### src/rtl/ddr3_cmd_sequencer.sv
// ddr3_cmd_sequencer: power-up init (wait, ZQCL, MRS), host request
// expansion into close-page ACT/RW/PRE sequences, periodic refresh.
// Ports:
//   CLK, RESET (async active-low)
//   req_valid/req_ready + req_write/ap/bank/row/col/wdata : host request
//   ZQCL MRS REF ACT WRITE READ WRITE_AP READ_AP PRE : 1-cycle pulses
//   BA_in Addr_Row Addr_Column A_10 DQ_in : latched request fields
//   init_done (level), req_done (pulse)
module ddr3_cmd_sequencer #(
  parameter int T_INIT = 16,
  parameter int T_ZQ   = 8,
  parameter int T_MRD  = 4,
  parameter int T_RCD  = 3,
  parameter int T_WR   = 6,
  parameter int T_RTP  = 4,
  parameter int T_RP   = 3,
  parameter int T_RFC  = 8,
  parameter int T_REFI = 200,
  parameter int CW     = 16
) (
  input  logic        CLK,
  input  logic        RESET,
  input  logic        req_valid,
  output logic        req_ready,
  input  logic        req_write,
  input  logic        req_ap,
  input  logic [2:0]  req_bank,
  input  logic [14:0] req_row,
  input  logic [9:0]  req_col,
  input  logic [15:0] req_wdata,
  output logic        ZQCL,
  output logic        MRS,
  output logic        REF,
  output logic        ACT,
  output logic        WRITE,
  output logic        READ,
  output logic        WRITE_AP,
  output logic        READ_AP,
  output logic        PRE,
  output logic [2:0]  BA_in,
  output logic [14:0] Addr_Row,
  output logic [9:0]  Addr_Column,
  output logic        A_10,
  output logic [15:0] DQ_in,
  output logic        init_done,
  output logic        req_done
);

  typedef enum logic [2:0] {
    S_INIT,
    S_ZQ,
    S_MRD,
    S_IDLE,
    S_RCD,
    S_RW,
    S_RP,
    S_RFC
  } state_t;

  state_t        r_state;
  logic [CW-1:0] r_cnt;
  logic [CW-1:0] r_refcnt;
  logic          r_ref_pend;
  logic          r_init_done;
  logic          r_req_ready;
  logic          r_req_done;
  logic          r_wr;
  logic          r_ap;
  logic [2:0]    r_ba;
  logic [14:0]   r_row;
  logic [9:0]    r_col;
  logic [15:0]   r_wd;
  logic          r_zqcl;
  logic          r_mrs;
  logic          r_ref;
  logic          r_act;
  logic          r_write;
  logic          r_read;
  logic          r_write_ap;
  logic          r_read_ap;
  logic          r_pre;

  logic          w_wrap;
  logic          w_pend_nxt;
  logic          w_hs;
  logic [CW-1:0] w_rw_wait;
  logic [CW-1:0] w_cnt_inc;

  assign w_wrap     = r_init_done &&
                      (r_refcnt == CW'(T_REFI - 1));
  // Readiness must see a wrap landing on the same edge,
  // otherwise a handshake could slip past a fresh refresh.
  assign w_pend_nxt = r_ref_pend | w_wrap;
  assign w_hs       = req_valid & r_req_ready;
  assign w_rw_wait  = r_wr ? CW'(T_WR) : CW'(T_RTP);
  assign w_cnt_inc  = r_cnt + CW'(1);

  assign req_ready   = r_req_ready;
  assign init_done   = r_init_done;
  assign req_done    = r_req_done;
  assign ZQCL        = r_zqcl;
  assign MRS         = r_mrs;
  assign REF         = r_ref;
  assign ACT         = r_act;
  assign WRITE       = r_write;
  assign READ        = r_read;
  assign WRITE_AP    = r_write_ap;
  assign READ_AP     = r_read_ap;
  assign PRE         = r_pre;
  assign BA_in       = r_ba;
  assign Addr_Row    = r_row;
  assign Addr_Column = r_col;
  assign A_10        = r_ap;
  assign DQ_in       = r_wd;

  always_ff @(posedge CLK or negedge RESET) begin
    if (!RESET) begin
      r_refcnt <= '0;
    end else if (r_init_done) begin
      r_refcnt <= w_wrap ? '0 : r_refcnt + CW'(1);
    end
  end

  always_ff @(posedge CLK or negedge RESET) begin
    if (!RESET) begin
      r_state     <= S_INIT;
      r_cnt       <= '0;
      r_ref_pend  <= 1'b0;
      r_init_done <= 1'b0;
      r_req_ready <= 1'b0;
      r_req_done  <= 1'b0;
      r_wr        <= 1'b0;
      r_ap        <= 1'b0;
      r_ba        <= '0;
      r_row       <= '0;
      r_col       <= '0;
      r_wd        <= '0;
      r_zqcl      <= 1'b0;
      r_mrs       <= 1'b0;
      r_ref       <= 1'b0;
      r_act       <= 1'b0;
      r_write     <= 1'b0;
      r_read      <= 1'b0;
      r_write_ap  <= 1'b0;
      r_read_ap   <= 1'b0;
      r_pre       <= 1'b0;
    end else begin
      r_zqcl     <= 1'b0;
      r_mrs      <= 1'b0;
      r_ref      <= 1'b0;
      r_act      <= 1'b0;
      r_write    <= 1'b0;
      r_read     <= 1'b0;
      r_write_ap <= 1'b0;
      r_read_ap  <= 1'b0;
      r_pre      <= 1'b0;
      r_req_done <= 1'b0;
      r_ref_pend <= w_pend_nxt;
      // r_cnt holds cycles elapsed since the last pulse
      unique case (r_state)
        S_INIT: begin
          if (r_cnt == CW'(T_INIT)) begin
            r_zqcl  <= 1'b1;
            r_cnt   <= CW'(1);
            r_state <= S_ZQ;
          end else begin
            r_cnt <= w_cnt_inc;
          end
        end
        S_ZQ: begin
          if (r_cnt == CW'(T_ZQ)) begin
            r_mrs   <= 1'b1;
            r_cnt   <= CW'(1);
            r_state <= S_MRD;
          end else begin
            r_cnt <= w_cnt_inc;
          end
        end
        S_MRD: begin
          if (r_cnt == CW'(T_MRD)) begin
            r_init_done <= 1'b1;
            r_req_ready <= !w_pend_nxt;
            r_cnt       <= '0;
            r_state     <= S_IDLE;
          end else begin
            r_cnt <= w_cnt_inc;
          end
        end
        S_IDLE: begin
          if (r_ref_pend) begin
            r_ref       <= 1'b1;
            r_ref_pend  <= w_wrap;
            r_req_ready <= 1'b0;
            r_cnt       <= CW'(1);
            r_state     <= S_RFC;
          end else if (w_hs) begin
            r_wr        <= req_write;
            r_ap        <= req_ap;
            r_ba        <= req_bank;
            r_row       <= req_row;
            r_col       <= req_col;
            r_wd        <= req_wdata;
            r_act       <= 1'b1;
            r_req_ready <= 1'b0;
            r_cnt       <= CW'(1);
            r_state     <= S_RCD;
          end else begin
            r_req_ready <= !w_pend_nxt;
          end
        end
        S_RCD: begin
          if (r_cnt == CW'(T_RCD)) begin
            unique case (1'b1)
              r_wr && !r_ap:  r_write    <= 1'b1;
              r_wr && r_ap:   r_write_ap <= 1'b1;
              !r_wr && !r_ap: r_read     <= 1'b1;
              !r_wr && r_ap:  r_read_ap  <= 1'b1;
            endcase
            r_cnt   <= CW'(1);
            r_state <= S_RW;
          end else begin
            r_cnt <= w_cnt_inc;
          end
        end
        S_RW: begin
          // with auto-precharge the PRE slot stays silent
          // but the T_RP wait still follows it
          if (r_cnt == w_rw_wait) begin
            r_pre   <= !r_ap;
            r_cnt   <= CW'(1);
            r_state <= S_RP;
          end else begin
            r_cnt <= w_cnt_inc;
          end
        end
        S_RP: begin
          if (r_cnt == CW'(T_RP)) begin
            r_req_done  <= 1'b1;
            r_req_ready <= !w_pend_nxt;
            r_cnt       <= '0;
            r_state     <= S_IDLE;
          end else begin
            r_cnt <= w_cnt_inc;
          end
        end
        S_RFC: begin
          if (r_cnt == CW'(T_RFC)) begin
            r_req_ready <= !w_pend_nxt;
            r_cnt       <= '0;
            r_state     <= S_IDLE;
          end else begin
            r_cnt <= w_cnt_inc;
          end
        end
        default: begin
          r_state <= S_INIT;
        end
      endcase
    end
  end

endmodule
### config.mk
export PLATFORM = sky130hd
export DESIGN_NAME = ddr3_cmd_sequencer
export DESIGN_NICKNAME = d
export VERILOG_FILES = /design/src/rtl/ddr3_cmd_sequencer.sv
export SDC_FILE = /design/constraint.sdc
export NUM_CORES = 1
export LEC_CHECK = 0
export CELL_PAD_IN_SITES_DETAIL_PLACEMENT = 0
export CELL_PAD_IN_SITES_GLOBAL_PLACEMENT = 1
export CORE_MARGIN = 1.5
export CORE_UTILIZATION = 39
export CTS_CLUSTER_SIZE = 20
export DETAILED_ROUTE_END_ITERATION = 10
export PLACE_DENSITY = 0.81
export SYNTH_ARGS = -nofsm -noshare
export SYNTH_HDL_FRONTEND = slang
export SYNTH_SLANG_ARGS = --single-unit
### constraint.sdc
create_clock -name CLK -period 2.73 [get_ports CLK]
set_clock_uncertainty 0.15 [all_clocks]
set_input_delay 0.6825 -clock CLK [delete_from_list [all_inputs] [get_ports CLK]]
set_output_delay 0.6825 -clock CLK [all_outputs]
set_load 0.005 [all_outputs]
* After elaboration in Yosys (flattened, before gate mapping) *
Index checks and enable logic that the tools add are counted.

cells by class
  $add $sub $neg = 2
  eq/ne operators = 21
  multiplexer cells = 55
  bitwise gates (word level) = 3
  reduce and logical (&&, ||, !) cells = 14

operator list
  kind                   number
  $mux 16                10
  $pmux 16 s8            1
  $add 16x1->16 const B  2
  $mux 1                 32
  $mux 3                 9
  $pmux 3 s8             1
  $eq 16x2->1 const B    1
  $eq 16x3->1            1
  $eq 16x3->1 const B    1
  $eq 16x4->1 const B    1
  $eq 16x5->1 const B    1
  $eq 16x8->1 const B    1
  $ne 2x2->1 const B     7
  $eq 3x3->1 const B     4
  $reduce_and 8->1       1
  $eq 3x2->1 const B     2
  $logic_and 1x1->1      5
  $pmux 1 s4             1
  $reduce_and 4->1       1
  $reduce_bool 4->1      1
  $eq 3x1->1 const B     1
  $logic_not 1->1        3
  $logic_not 3->1        1
  $ne 3x3->1 const B     1
  other kinds (6)        6

word-level totals
  register bits after elaboration = 94
  output and inout bits = 57

* Logic depth before layout (Yosys ltp) *
Gate-level depths: netlist of run 1.

  depth after elaboration = 7
  depth in mapped cells = 9
  mapped depth without buffers = 7

* Worst setup path before layout of run 1 *
No wires, ideal clock.

  path type = register to register
  from = reg r_cnt[0]
  to = reg r_cnt[15]
  library setup time = 0.130 ns
  arrival = 1.751 ns
  required time = 2.450 ns
  setup slack = 0.699 ns
  cell stages (with the launch flop) = 10
  buffers on the path = 2
  period minus slack after synthesis = 2.031 ns
  cell sequence = dfrtp_1 -> inv_1 -> ha_1 -> and4bb_2 -> nand4_2 -> a22oi_2 -> and4_1 -> buf_4 -> buf_12 -> nor3_2

on the way
  word-level cells in the longest chain between the ends = 3
  elaborated cells on any way between the ends = 14
  those cells by class = add/sub (1); eq/ne (5); mux (8)

RTL lines
  element                                line  source
  from (decl)                            61    logic [CW-1:0] r_cnt;
  from (signal assigned)                 167   r_cnt <= w_cnt_inc;
  from (signal assigned)                 176   r_cnt <= w_cnt_inc;
  from (signal assigned)                 186   r_cnt <= w_cnt_inc;
  $add 16x1->16 (tied with other cells)  96    assign w_cnt_inc = r_cnt + CW'(1);
  $mux 16 (tied with other cells)        247   if (r_cnt == CW'(T_RFC)) begin
  $pmux 16 s8 *                          160   unique case (r_state)

Every way passes the cells marked *; elsewhere a longest branch is shown, timed or not.
A chain may end at the register's enable or synchronous reset.

* Worst setup path after layout of run 1 *
  from = reg r_cnt[0]
  to = reg r_cnt[6]

Same word-level chain as after synthesis.

==> results of run 1 <==
worst register-to-register path, stage by stage, from the launching register on:
cell and delay, ns:
dfrtp_1 0.43, ha_1 0.23, nor3b_1 0.48, nand4_1 0.24, a22oi_2 0.24, and4_1 0.22, buf_4 0.24, nor4_1 0.09
final timing paths:
| kind | startpoint | end | slack [ns] | cells past startpoint |
|---|---|---|---|---|
| worst max register to register | r_cnt[0] | r_cnt[6] | 0.30 | 7 |
| worst min-delay path | RESET | Addr_Column[7] | 0.13 | 1 |
| worst max-delay path | r_cnt[0] | r_cnt[6] | 0.30 | 7 |
| max in group asynchronous | RESET | Addr_Row[2] | 1.63 | 2 |
| min in group CLK | r_refcnt[15] | r_refcnt[15] | 0.35 | 1 |
| worst min register to register | r_refcnt[15] | r_refcnt[15] | 0.35 | 1 |
sequential cells by signal, indices dropped and copies added (netlist names), 3 cells and up:
signal and count:
DQ_in 16, r_cnt 16, r_refcnt 16, r_state 3
Addr_Column 10, BA_in 3, Addr_Row 15
cells by family (layout without fill, tap and decap cells):
group / count (synthesis) / after routing
flip-flops: 94 / 94
multiplexers: 53 / 53
XOR/XNOR: 23 / 23
buffers and inverters: 27 / 137
adder cells (fa/ha/maj): 3 / 3
AO/OA/AOI/OAI: 24 / 24
AND/OR/NAND/NOR: 128 / 128
metal layers:
metal  share of wire [%]  GRT usage [%]  vias to the layer above
met3                 7.7          6.840                       13
met4                 1.9          7.989                        0
met5                   0              0                        -
li1                    -              -                     1460
met2                  47          28.80                       84
met1                  43          21.71                     1513
metrics by stage:
step / util [%] / area [um^2] / total power [mW] / std cells / setup WS [ns]
final: 53.36 / 5759 / 2.622 / 602 / 0.2966
after global routing: 53.36 / 5759 / 2.714 / 602 / 0.1120
after CTS: 53.36 / 5759 / 2.656 / 602 / 0.2978
after detailed placement: 51.10 / 5515 / 1.521 / 586 / 0.2271
after global placement: 51.10 / 5515 / 1.518 / 586 / 0.2442
after floorplan: - / 4292 / 1.421 / 352 / 0.6991
cell usage in the layout (no fill, tap or decap), drive strengths merged, types with 2 or more instances in the layout:
cell type,synthesis,layout
nand2,22,22
nor2b,2,2
clkbuf,6,10
and4,4,4
nand3,10,10
xnor2,18,18
a22oi,2,2
mux2i,3,3
or3,2,2
nor2,20,20
clkdlybuf4s50,0,104
nor3b,4,4
bufinv,0,3
mux2,50,50
o21bai,2,2
o21ai,8,8
nand4,14,14
a21o,3,3
xor2,5,5
inv,8,11
and3,5,5
ha,3,3
a21oi,2,2
nor4,11,11
a31oi,3,3
nor3,24,24
buf,13,9
dfrtp,94,94
layout make-up:
cell class / count / share of cell area [%]
inverters: 8 / 0.5214
multi-input cells: 231 / 31.46
clock buffers: 10 / 2.216
flip-flops and latches: 94 / 40.84
clock inverters: 6 / 2.020
well taps: 140 / 3.041
repair buffers: 113 / 19.90
where the power goes:
part	internal [mW]	switching, mW
Combinational	0.0627	0.0360
Clock	0.619	0.513
Sequential	1.39	0
Total	2.07	0.549
==> reports/metrics.yaml, run 1 <==
status: "completed"
synth-seq-cells: 94
multi_input_area_mm2: 0.001812
hp-class: "in -> async"
slew_headroom_pct: 56.32
crit_family: "simple AND/OR/NAND/NOR gates"
cp-end-kind: "flip-flop"
synth_area_per_cell_um2: 12.19
clock-sinks: 94
clock_latency_ns: 0.38
synth_ff_type: "dfrtp_1"
io_buffers: 105
yosysMostFrequentCell: "dfrtp_1"
setup_viol: 0
period_needed_ns: 2.433
synth_adder_area_share_pct: 0.8746
ir_drop_uv: 352.5
grt_pass1_wl_um: 16130
synthTopCellsByCount: "dfrtp_1 (94), mux2_2 (49), nand2_1 (22)"
worstMarginPinSlew_ns: 0.6509
synth_largest_area_cell: "dfrtp_1"
muxShareOfSynthArea_pct: 13.82
synthCells: 352
period_share_pct: 89.14
fillers: 934
drive_above_1_share_pct: 20.78
antenna_found_initial: 0
report.final.slew_viol_count: 0
synth_xor_area_share_pct: 4.694
cts_setup_buffers: 0
nets: 509
ys_types: 51
fp-row-count: 38
track_usage_pct: 18.02
crit_slowest_cell: "nor3b_1"
synthSimpleGateAreaFrac_pct: 18.69
clockBufferDepth: 2
antenna_cells: 0
synth_edf_count: 0
avgViaCountPerCell: 5.100
post_cts_resized: 0
syn2layout_area_growth_pct: 34.20
htreeDepth: 3
fmax_ghz: 0.4110
top_level_ports: 106
hold_slack_ns: 0.1279
async_flop_share_pct: 100.0
maxCapViolations: 0
place_hpwl_um: 6932
critPathKind: "reg -> reg"
cts-root-buf: "clkbuf_8"
ys_seq_area_share_pct: 54.81
drcViolationCount: 0
power_density_mw_per_mm2: 455.2
grt_pass1_vias: 3327
cp_num_buf_inv: 1
die_area_mm2: 0.01164
drt-pass1-iter-count: 4
crit_chain: "ha_1, nor3b_1, nand4_1, a22oi_2, and4_1, buf_4, nor4_1"
power_leakage_nw: 2.601
cp-start-kind: "flip-flop"
num_vias: 3070
postCtsHoldBufs: 0
synth_area_mm2: 0.004292
chipHeight_um: 107.9
required_ns: 2.84
tns_ns: 0
rsz0062_at_grt: "no"
netlist.area_leader.share_pct: 54.81
cts-buffers-inserted: 9
slowest_delay_ns: 0.48
hold_viol_final: 0
synth-compound-area-share_pct: 3.965
path_clk_slew_ns: 0.09
drtIter0Drc: 54
grt.overflow.total: 0
grt_max_degree: 57
antenna_left: 0
cp_max_fo: 14
die_w_um: 107.9
cp.arrival_ns: 2.54
synth_top_family_by_area: "simple AND/OR/NAND/NOR gates"
yosys_warnings: 0
syn_nets: 404
place_congestion: 0.7731
wl_um: 9697
wl_per_cell_um: 16.11
regArea_mm2: 0.002352
cts_tree: "done"
synthTopCellsByArea: "dfrtp_1 (55%), mux2_2 (13%), xnor2_1 (3.7%)"
core_area_mm2: 0.01079
start_util_pct: 39.76
Power figures use the tool's default switching activity.
==> inputs of run 2 (changes only) <==
--- a/config.mk
+++ b/config.mk
@@ -7,7 +7,7 @@
 export LEC_CHECK = 0
 export CELL_PAD_IN_SITES_DETAIL_PLACEMENT = 0
 export CELL_PAD_IN_SITES_GLOBAL_PLACEMENT = 1
-export CORE_MARGIN = 1.5
+export CORE_MARGIN = 1
 export CORE_UTILIZATION = 39
 export CTS_CLUSTER_SIZE = 20
 export DETAILED_ROUTE_END_ITERATION = 10
==> reports/metrics.yaml, run 2 (synthesis results as in run 1) <==
status: "completed"
hold_viol_final: 0
avgViaCountPerCell: 5.113
chipHeight_um: 106.9
report.final.slew_viol_count: 0
antenna_found_initial: 0
start_util_pct: 40.84
place_ws_ns: 0.2881
hp-class: "in -> async"
fp-row-count: 37
place_hpwl_um: 6496
layout_common_cells: "clkdlybuf4s50_1 (104), dfrtp_1 (94), mux2_2 (49), nand2_1 (22), nor2_1 (19)"
cp-end-kind: "output pin"
grt_pass1_vias: 3189
cts-buffers-inserted: 9
core_area_mm2: 0.01051
nets: 514
wl_per_cell_um: 14.90
fin_ws_ns: 0.4615
period_share_pct: 83.10
cp-start-kind: "flip-flop"
grt_pass1_wl_um: 15490
syn2layout_area_growth_pct: 33.79
antenna_cells: 0
drive_above_1_share_pct: 21.84
period_needed_ns: 2.269
cts_tree: "done"
r2r_slack_ns: 0.46
post_cts_resized: 0
maxCapViolations: 0
placed_area_mm2: 0.005560
power_leakage_nw: 2.596
ir_drop_uv: 216.8
worstMarginPinSlew_ns: 0.6190
path_clk_slew_ns: 0.09
track_usage_pct: 17.21
clock_latency_ns: 0.37
grt_max_degree: 46
crit_slowest_cell: "clkdlybuf4s50_1"
wl_um: 8982
num_vias: 3083
rsz0062_at_grt: "no"
timing.rr.end: "r_state[0]"
fin_cells: 603
fmax_ghz: 0.4408
postCtsHoldBufs: 0
drt-pass1-iter-count: 4
drcViolationCount: 0
clockBufferDepth: 2
final_area_mm2: 0.005742
cp_max_fo: 9
required_ns: 1.90
htreeDepth: 3
clock-sinks: 94
tns_ns: 0
antenna_left: 0
critPathKind: "reg -> out"
dpl.cell_count: 587
cp.arrival_ns: 1.44
place_congestion: 0.8048
die_area_mm2: 0.01143
r2r_start: "r_cnt[0]"
crit_family: "buffers and inverters"
cp_num_buf_inv: 1
cts-root-buf: "clkbuf_8"
cts_setup_buffers: 0
crit_chain: "clkdlybuf4s50_1"
reg2regPathDepth: 7
grt.overflow.total: 0
final_common_cell: "clkdlybuf4s50_1"
drtIter0Drc: 142
slowest_delay_ns: 0.57
setup_viol: 0
power_density_mw_per_mm2: 411.0
fin_util_pct: 54.64
die_w_um: 106.9
slew_headroom_pct: 58.39
top_level_ports: 106
io_buffers: 105
run 2: cell count changes in the layout (fill, tap and decap cells not counted), sizes merged:
cell	change
buf	+5
bufinv	-3
clkinv	+2
clkinvlp	+1
run 2: layer usage:
layer / global-route usage (%) / wire length [um] / vias up
li1: - / - / 1474
met1: 22.31 / 4083 / 1512
met2: 26.68 / 4093 / 86
met3: 5.046 / 675 / 11
met4: 7.632 / 130 / 0
met5: 0 / 0 / -
run 2: how the worst max path moves through the flow:
stage / endpoint / slack [ns] / cells past startpoint / startpoint
after floorplan: r_cnt[15] / 0.70 / 9 / r_cnt[0]
after global placement: r_cnt[6] / 0.32 / 6 / req_valid
after detailed placement: r_cnt[6] / 0.29 / 6 / req_valid
after CTS: init_done / 0.43 / 1 / init_done
after global routing: r_cnt[14] / 0.35 / 8 / r_cnt[0]
final: init_done / 0.46 / 1 / init_done
run 2: report_power, final:
part | switching [mW] | internal [mW] | leakage [nW] | total, mW
sequential | 0 | 1.39 | 1.27 | 1.39
combinational | 0.0368 | 0.0646 | 1.23 | 0.101
clock | 0.505 | 0.363 | 0.0935 | 0.868
run 2: metrics by stage:
stage	power (mW)	hold slack (ns)
2_1_floorplan	1.421	0.2369
3_3_place_gp	1.522	0.3161
3_5_place_dp	1.523	0.3216
4_1_cts	2.410	0.06806
5_1_grt	2.471	0.08348
6_report	2.360	0.07819
run 2: layout make-up:
| cell class | instances | area, um^2 |
|---|---|---|
| well taps | 136 | 170.2 |
| repair buffers | 118 | 1196 |
| multi-input cells | 231 | 1812 |
| fillers | 919 | 4767 |
| inverters | 8 | 30.03 |
| flip-flops and latches | 94 | 2352 |
| clock inverters | 6 | 43.79 |
| clock buffers | 10 | 137.6 |
==> inputs of run 3 (changes only) <==
--- a/config.mk
+++ b/config.mk
@@ -8,10 +8,10 @@
 export CELL_PAD_IN_SITES_DETAIL_PLACEMENT = 0
 export CELL_PAD_IN_SITES_GLOBAL_PLACEMENT = 1
 export CORE_MARGIN = 1
-export CORE_UTILIZATION = 39
+export CORE_UTILIZATION = 35
 export CTS_CLUSTER_SIZE = 20
 export DETAILED_ROUTE_END_ITERATION = 10
-export PLACE_DENSITY = 0.81
+export PLACE_DENSITY = 0.77
 export SYNTH_ARGS = -nofsm -noshare
 export SYNTH_HDL_FRONTEND = slang
 export SYNTH_SLANG_ARGS = --single-unit
==> constraint.sdc (replaced) <==
create_clock -name CLK -period 2 [get_ports CLK]
set_clock_uncertainty 0.15 [all_clocks]
set_input_delay 0.5 -clock CLK [delete_from_list [all_inputs] [get_ports CLK]]
set_output_delay 0.5 -clock CLK [all_outputs]
set_load 0.005 [all_outputs]
==> reports/metrics.yaml, run 3 (synthesis results as in run 1) <==
antenna_left: 0
tns_ns: -1.437
fp-row-count: 40
grt_pass1_vias: 3498
regArea_mm2: 0.002355
r2r_slack_ns: -0.12
routed.top_layer: "met4"
power_leakage_nw: 2.902
path_clk_slew_ns: 0.07
critPathKind: "reg -> reg"
power_switching_mw: 0.7889
avgViaCountPerCell: 4.933
violations: "setup timing"
period_share_pct: 106.0
fin_ws_ns: -0.1200
crit_family: "simple AND/OR/NAND/NOR gates"
rsz0062_at_grt: "yes"
required_ns: 2.08
internal_power_mw: 3.118
placed_area_mm2: 0.005948
maxCapViolations: 0
cp-start-kind: "flip-flop"
hold_slack_ns: 0.3304
drive_above_1_share_pct: 35.06
wl_per_cell_um: 14.99
hp-class: "reg -> reg"
cp_num_buf_inv: 1
htreeDepth: 3
p_seq_share_pct: 48.6
final_common_cell: "clkdlybuf4s50_1"
antenna_cells: 0
period_needed_ns: 2.120
slew_headroom_pct: 72.37
wl_um: 10030
p_total_mw: 3.907
multi_input_area_mm2: 0.002009
reg2regPathDepth: 7
core_area_mm2: 0.01196
crit_top_cell: "nand4_1"
setup_viol: 18
crit_slowest_cell: "dfrtp_1"
track_usage_pct: 16.86
place_hpwl_um: 7070
crit_chain: "inv_2, ha_4, and4bb_2, nand4_1, a22oi_2, nand4_1, mux2_4"
min_from: "r_refcnt[15]"
ir_drop_uv: 349.2
top_level_ports: 106
chipHeight_um: 112.7
hold_viol_final: 0
final_area_mm2: 0.006549
slowest_delay_ns: 0.43
swShare_pct: 20.19
cts-root-buf: "clkbuf_16"
fmax_ghz: 0.4717
syn2layout_area_growth_pct: 52.59
clock_latency_ns: 0.35
p_clk_share_pct: 47.7
start_util_pct: 35.88
drtIter0Drc: 115
cp-end-kind: "flip-flop"
io_buffers: 105
place_congestion: 0.8084
met2_length_um: 4804
report.final.slew_viol_count: 0
die_w_um: 112.7
r2r_start: "r_cnt[1]"
power_density_mw_per_mm2: 596.6
cp.arrival_ns: 2.20
grt.overflow.total: 0
timing.rr.end: "r_state[0]"
layout_common_cells: "clkdlybuf4s50_1 (104), dfrtp_1 (92), buf_4 (57), mux2_2 (49), nand2_1 (21)"
drt-pass1-iter-count: 4
cp_max_fo: 4
die_area_mm2: 0.01271
p_comb_share_pct: 3.7
min_to: "r_refcnt[15]"
worstMarginPinSlew_ns: 0.4129
nets: 569
wl_met3_um: 534
clockBufferDepth: 2
wl_met1_um: 4488
grt_max_degree: 34
grt_pass1_wl_um: 16860
num_vias: 3300
min_path_cells: 1
status: "finished with violations"
drcViolationCount: 0
antenna_found_initial: 0
clock-sinks: 94
fillers: 1040
cts-buffers-inserted: 9
place_ws_ns: -0.3700
cts_tree: "done"
[run 3: changes by cell type in the layout (fill, tap and decap cells not counted), sizes merged]
cell and change:
bufinv +2, dlygate4sd3 +1, clkinvlp +1, inv -3
buf +54
[run 3: cell type report]
| type | instances | share of cell area, % |
|---|---|---|
| tap | 147 | 2.809 |
| clock inverter | 6 | 1.299 |
| inverter | 8 | 0.4585 |
| sequential | 94 | 35.96 |
| timing repair buffer | 173 | 25.14 |
| clock buffer | 10 | 3.649 |
| multi-input combinational | 231 | 30.68 |
[run 3: worst max-delay path by stage]
| stage | start | end | cells past startpoint | slack, ns |
|---|---|---|---|---|
| 2_1_floorplan | r_cnt[0] | r_cnt[15] | 9 | -0.005 |
| 3_3_place_gp | req_valid | r_cnt[6] | 5 | -0.36 |
| 3_5_place_dp | req_valid | r_cnt[6] | 5 | -0.37 |
| 4_1_cts | r_cnt[14] | r_state[0] | 6 | -0.11 |
| 5_1_grt | r_cnt[1] | r_state[0] | 7 | -0.22 |
| 6_report | r_cnt[1] | r_state[0] | 7 | -0.12 |
[run 3: layer usage]
layer,GRT usage (%),vias up
met5,0,-
met4,8.356,0
met3,4.446,16
met2,27.12,89
met1,21.07,1603
li1,-,1592
[run 3: power by group through the flow]
stage                     combinational [mW]  sequential [mW]  clock [mW]
after CTS                              0.150             1.90        1.92
after floorplan                      0.00251             1.94           0
final                                  0.145             1.90        1.86
after global placement                 0.144             1.94           0
after global routing                   0.160             1.90        1.98
after detailed placement               0.147             1.94           0
[run 3: timing repair]
action / CTS / global route
gates resized for setup: 18 / 27
hold buffers: 1 / 0
endpoints found under the hold margin: 13 / 0
cloned: 0 / 0
setup endpoints to repair: 19 / 55
setup buffers: 2 / 5
pin swaps: 19 / 10
[run 3: metrics by stage]
step | utilization (%) | std cells
6_report | 54.75 | 669
5_1_grt | 54.75 | 669
4_1_cts | 53.24 | 665
3_5_place_dp | 49.73 | 646
3_3_place_gp | 49.73 | 646
2_1_floorplan | - | 352
